**src/rtl/ext_trig_cond.sv**
```systemverilog
// ext_trig_cond: external trigger pin conditioner.
// Synchronises the raw pin, picks the qualifying edge, applies a hold-off
// window, and produces a one-cycle trigger, a stretched copy, and
// saturating accept/drop counters.
module ext_trig_cond #(
  parameter int ACT_LVL = 0,
  parameter int DEB_W   = 20,
  parameter int LEN_W   = 16,
  parameter int CNT_W   = 32
) (
  input  logic             adc_clk_i,
  input  logic             adc_rstn_i,
  input  logic             trig_ext_i,
  input  logic             cfg_edge_i,
  input  logic [DEB_W-1:0] cfg_deb_i,
  input  logic [LEN_W-1:0] cfg_len_i,
  input  logic             cnt_clr_i,
  output logic             lvl_o,
  output logic             trig_o,
  output logic             trig_stretch_o,
  output logic [CNT_W-1:0] trig_cnt_o,
  output logic [CNT_W-1:0] drop_cnt_o
);

  localparam logic [0:0] ST_IDLE  = 1'b0;
  localparam logic [0:0] ST_HOLD  = 1'b1;
  // Synchroniser resets to the pin's idle level so reset release is edge-free.
  localparam logic       PIN_IDLE = (ACT_LVL != 0) ? 1'b0 : 1'b1;

  logic             s1_q, s2_q, s3_q;
  logic             n_cur, n_prev, qual, accept, drop;
  logic [0:0]       state_q, state_d;
  logic [DEB_W-1:0] hold_q, hold_d;
  logic [LEN_W-1:0] str_q, str_d;
  logic [CNT_W-1:0] tcnt_q, tcnt_d, dcnt_q, dcnt_d;
  logic             trig_q, lvl_q;

  // Two-flop synchroniser plus one history flop for edge detection.
  always_ff @(posedge adc_clk_i or negedge adc_rstn_i) begin
    if (!adc_rstn_i) begin
      s1_q <= PIN_IDLE;
      s2_q <= PIN_IDLE;
      s3_q <= PIN_IDLE;
    end else begin
      s1_q <= trig_ext_i;
      s2_q <= s1_q;
      s3_q <= s2_q;
    end
  end

  // Normalise to active-high and qualify the selected edge.
  always_comb begin
    n_cur  = (ACT_LVL != 0) ? s2_q : ~s2_q;
    n_prev = (ACT_LVL != 0) ? s3_q : ~s3_q;
    qual   = cfg_edge_i ? (n_prev & ~n_cur) : (~n_prev & n_cur);
    accept = qual && (state_q == ST_IDLE);
    drop   = qual && (state_q == ST_HOLD);
  end

  // Hold-off FSM: the counter runs D..1 in HOLD, so the next acceptance
  // can occur no sooner than D+1 cycles after the previous one.
  always_comb begin
    state_d = state_q;
    hold_d  = hold_q;
    case (state_q)
      ST_IDLE: begin
        if (qual) begin
          hold_d = cfg_deb_i;
          if (cfg_deb_i != '0) state_d = ST_HOLD;
        end
      end
      ST_HOLD: begin
        if (hold_q <= DEB_W'(1)) begin
          hold_d  = '0;
          state_d = ST_IDLE;
        end else begin
          hold_d = hold_q - DEB_W'(1);
        end
      end
      default: begin
        state_d = ST_IDLE;
        hold_d  = '0;
      end
    endcase
  end

  // Stretch counter reloads on every acceptance, so retriggers extend it.
  always_comb begin
    str_d = str_q;
    if (accept)           str_d = cfg_len_i;
    else if (str_q != '0) str_d = str_q - LEN_W'(1);
  end

  // Saturating counters; clear beats a same-cycle increment.
  always_comb begin
    tcnt_d = tcnt_q;
    dcnt_d = dcnt_q;
    if (cnt_clr_i) begin
      tcnt_d = '0;
      dcnt_d = '0;
    end else begin
      if (accept && (tcnt_q != {CNT_W{1'b1}})) tcnt_d = tcnt_q + CNT_W'(1);
      if (drop   && (dcnt_q != {CNT_W{1'b1}})) dcnt_d = dcnt_q + CNT_W'(1);
    end
  end

  // State, counters and registered outputs.
  always_ff @(posedge adc_clk_i or negedge adc_rstn_i) begin
    if (!adc_rstn_i) begin
      state_q <= ST_IDLE;
      hold_q  <= '0;
      str_q   <= '0;
      tcnt_q  <= '0;
      dcnt_q  <= '0;
      trig_q  <= 1'b0;
      lvl_q   <= 1'b0;
    end else begin
      state_q <= state_d;
      hold_q  <= hold_d;
      str_q   <= str_d;
      tcnt_q  <= tcnt_d;
      dcnt_q  <= dcnt_d;
      trig_q  <= accept;
      lvl_q   <= n_cur;
    end
  end

  assign lvl_o          = lvl_q;
  assign trig_o         = trig_q;
  assign trig_stretch_o = (str_q != '0);
  assign trig_cnt_o     = tcnt_q;
  assign drop_cnt_o     = dcnt_q;

endmodule

```
**config.mk**
```make
export PLATFORM = sky130hd
export DESIGN_NAME = ext_trig_cond
export DESIGN_NICKNAME = d
export VERILOG_FILES = /design/src/rtl/ext_trig_cond.sv
export SDC_FILE = /design/constraint.sdc
export NUM_CORES = 1
export LEC_CHECK = 0
export BUFFER_PORTS_ARGS = -buffer_cell sky130_fd_sc_hd__buf_4
export CORE_AREA = 8 8 120 122
export CTS_CLUSTER_DIAMETER = 50
export DETAILED_ROUTE_END_ITERATION = 16
export DIE_AREA = 0 0 128 130
export HOLD_SLACK_MARGIN = 0.06
export PLACE_DENSITY = 0.71
export SETUP_SLACK_MARGIN = 0.15
export SLEW_MARGIN = 10
export SYNTH_ARGS = -nofsm -noshare
export SYNTH_HDL_FRONTEND = slang
export SYNTH_SLANG_ARGS = --single-unit
```
**constraint.sdc**
```tcl
create_clock -name adc_clk_i -period 3.8 [get_ports adc_clk_i]
set_input_delay 0 -clock adc_clk_i [delete_from_list [all_inputs] [get_ports adc_clk_i]]
set_output_delay 0 -clock adc_clk_i [all_outputs]
set_load 0.05 [all_outputs]
```
==> metrics.json <==
{
  "drt": {
    "drc_errors": 0,
    "vias": 5924,
    "final_wirelength_um": 16800,
    "vias_per_cell": 6.16,
    "detail_route.wl_per_cell_um": 17.5,
    "number_of_optimization_iterations_in_the_first_detailed_route_pass": 5,
    "initialDrtViolationCount": 410,
    "ant_nets": 0
  },
  "placement": {
    "placement.setup.worst_slack_ns": 0.762,
    "gpl.final_weighted_congestion": 0.873,
    "dp_hpwl_um": 11400,
    "buffer_ports.inserted": 107
  },
  "pwr": {
    "vdd.ir_drop.worst_mv": 0.154,
    "power-per-cell-area_nw_per_um2": 289,
    "total_leakage_power_nw": 2.99
  },
  "synth": {
    "top_post_synthesis_cells_by_count": "dfrtp_1, a21oi_1, nor2_1, nand2_1, or4_1",
    "ys_types": 59,
    "synthFlopType": "dfrtp_1",
    "postSynthNetCount": 704,
    "synth_most_common_cell": "dfrtp_1",
    "sequential_share_of_the_synthesized_area_pct": 43.9,
    "post-synth-top-area-cell": "dfrtp_1",
    "synth-warning-count": 0,
    "synth.ff_latch_count": 106,
    "netlist.area_leader.share_pct": 42.6,
    "synthCells": 657,
    "edff_count_synth": 0,
    "synth_area_per_cell_um2": 9.21,
    "yosys-top-cells-area": "dfrtp_1, or4_1, a21oi_1",
    "synthesis.area_um2": 6050,
    "synth_async_reset_ratio_pct": 100
  },
  "clocking": {
    "clock_tree.root_cell": "clkbuf_16",
    "clock-sinks": 106,
    "cts_buffers": 9,
    "worst_skew_pair.late_latency_ns": 0.35,
    "cts_resized": 0,
    "clkTransAtPathRegs_ns": 0.07,
    "h-tree-depth": 3,
    "cts_buffer_depth": 2,
    "cts_tree": "built"
  },
  "sta": {
    "finalClockSkew_ns": 0.00790,
    "timing.final.setup_violations": 0,
    "final.setup.worst_slack_ns": 0.727,
    "headroom_to_the_max_slew_limit_pct": 28.7,
    "timing.final.max_slew_violations": 0,
    "final_min_period_over_clock_period_pct": 80.9,
    "setup-tns-final_ns": 0,
    "fmaxAchievable_ghz": 0.325,
    "report.final.hold_viol_count": 0,
    "final.min_clock_period_ns": 3.07,
    "rsz_0062_raised_after_global_routing": "false",
    "transition_time_of_the_tightest_slew_check_pin_ns": 1.06
  },
  "worst_setup_path": {
    "critical_path_required_ns": 4.04,
    "critical_path_arrival_ns": 3.31,
    "cp_max_fo": 14,
    "timing.critical_path.max_delay_family": "simple AND/OR/NAND/NOR gates",
    "path_buf_inv": 1,
    "path_cells": "or4_4, or4_1, o31ai_4, buf_4, o21ai_0, a221o_1",
    "critPathLaunchType": "flop",
    "cpMaxStageDelayCell": "o31ai_4",
    "worstSetupPathType": "reg2reg",
    "cp-end-kind": "flop",
    "cp_slowest_stage_delay_ns": 0.61
  },
  "final_layout": {
    "layout_cell_share_with_drive_strength_beyond_1_pct": 18.8,
    "layout.core_utilization_pct": 61.6,
    "relative_area_change_from_synthesis_to_final_layout_pct": 26.4,
    "filler_cell_count": 1050,
    "nets": 831,
    "insertedDiodeCount": 0
  },
  "die": {
    "die_h_um": 130,
    "fp.dieW_um": 128,
    "design.die.area_um2": 16600,
    "rows": 41,
    "core_region_area_um2": 12400,
    "num_io_pins": 108,
    "effective_utilization_at_floorplan_pct": 48.8
  },
  "grt": {
    "grt_overflow": 0,
    "grt.total_usage_pct": 20.7,
    "global_route_wire_length_before_repair_um": 28300,
    "via_count_of_the_first_global_routing_pass": 5771,
    "largest_net_degree_at_the_start_of_global_routing": 85,
    "grt_antenna_before_repair": 0
  },
  "run": {
    "timing.max_cap.violations": 0
  },
  "min_path": {
    "hold_class": "in2reg"
  },
  "status": {
    "run_status": "finished clean"
  }
}
-- final cells by class --
| class | count | area [µm²] | area share (%) |
|---|---|---|---|
| Multi-Input combinational cell | 500 | 3200 | 41.8 |
| Sequential cell | 106 | 2660 | 34.7 |
| Timing Repair Buffer | 152 | 1230 | 16.1 |
| Clock buffer | 13 | 250 | 3.27 |
| Tap cell | 172 | 215 | 2.81 |
| Inverter | 15 | 56.3 | 0.736 |
| Clock inverter | 3 | 40.0 | 0.523 |
-- sequential cells by signal (all words and copies together) (netlist names) --
signal      count
drop_cnt_o     32
hold_q         20
lvl_o           1
s1_q            1
s2_q            1
s3_q            1
state_q         1
str_q          16
trig_cnt_o     32
trig_o          1
-- worst reg2reg max path: stages, from the launching register on --
cell     delay [ns]
dfrtp_1        0.45
or4_4          0.58
or4_1          0.60
o31ai_4        0.61
buf_4          0.29
o21ai_0        0.11
a221o_1        0.31
-- layout by cell type, fill, tap and decap left out, types with 4 or more instances in the layout --
cell	count
xor2_1	6
nor2_1	45
buf_4	115
inv_1	15
dlygate4sd3_1	37
o21a_1	5
nand4_1	22
or3_1	26
xnor2_1	20
clkbuf_16	9
or4_1	39
nor3_1	8
or2_2	5
nor3b_1	7
mux2i_1	9
o21ai_0	35
o22ai_1	8
a221o_1	6
nand2_1	44
a21oi_1	55
o31ai_1	28
nor4_1	25
and4_1	11
and3_1	6
o211ai_1	5
o41ai_1	6
nand3_1	21
ha_1	6
dfrtp_1	103
a31oi_1	4
nor2b_1	5
and2_1	5
mux2_2	5
-- where the power goes --
| part | internal (W) | switching [W] | total, W |
|---|---|---|---|
| Clock | 0.000528 | 0.000410 | 0.000938 |
| Combinational | 0.0000650 | 0.0000736 | 0.000139 |
| Sequential | 0.00113 | 0.00000417 | 0.00114 |
-- routing by layer --
layer,wire (µm),GRT usage [%],share of wire [%]
met5,0,0,0
met4,319,8.53,1.9
met3,1100,4.45,6.5
met2,8120,33.9,48
met1,7270,26.3,43
-- path summary, 6_finish.rpt --
check	from	end	slack, ns	cells past startpoint
max in group asynchronous	adc_rstn_i	s2_q	2.43	3
hold reg to reg	s1_q	s2_q	0.36	0
setup reg to reg	hold_q[8]	hold_q[2]	0.73	6
min in group asynchronous	adc_rstn_i	trig_cnt_o[3]	0.41	2
setup / recovery	hold_q[8]	hold_q[2]	0.73	6
hold / removal	cfg_deb_i[5]	state_q	0.08	5
-- through the flow --
step	hold WS [ns]	total power (W)	cell area [µm²]	cells
6_report	0.0835	0.00221	7650	961
5_1_grt	0.109	0.00229	7650	961
4_1_cts	0.0767	0.00223	7650	961
3_5_place_dp	0.119	0.00127	6990	908
3_3_place_gp	0.123	0.00126	6990	908
2_1_floorplan	-0.296	0.00119	6050	657
-- kinds of logic (layout without fill, tap and decap cells) --
family          Yosys count  in the layout  synth area share, %
xor+xnor                 26             26                 3.76
flops                   106            106                 43.9
buf+inv                  51            183                 3.35
compound gates          172            172                 18.5
simple gates            282            282                 26.9
fa+ha+maj                 6              6                 1.24
mux                      14             14                 2.42
-- repair_timing --
item / CTS / global route
endpoints found under the setup margin: 0 / 0
endpoints found under the hold margin: 119 / 0
hold buffers: 37 / 0
buffers inserted: 0 / 0
Note: power is estimated with default switching activity, not from simulation.
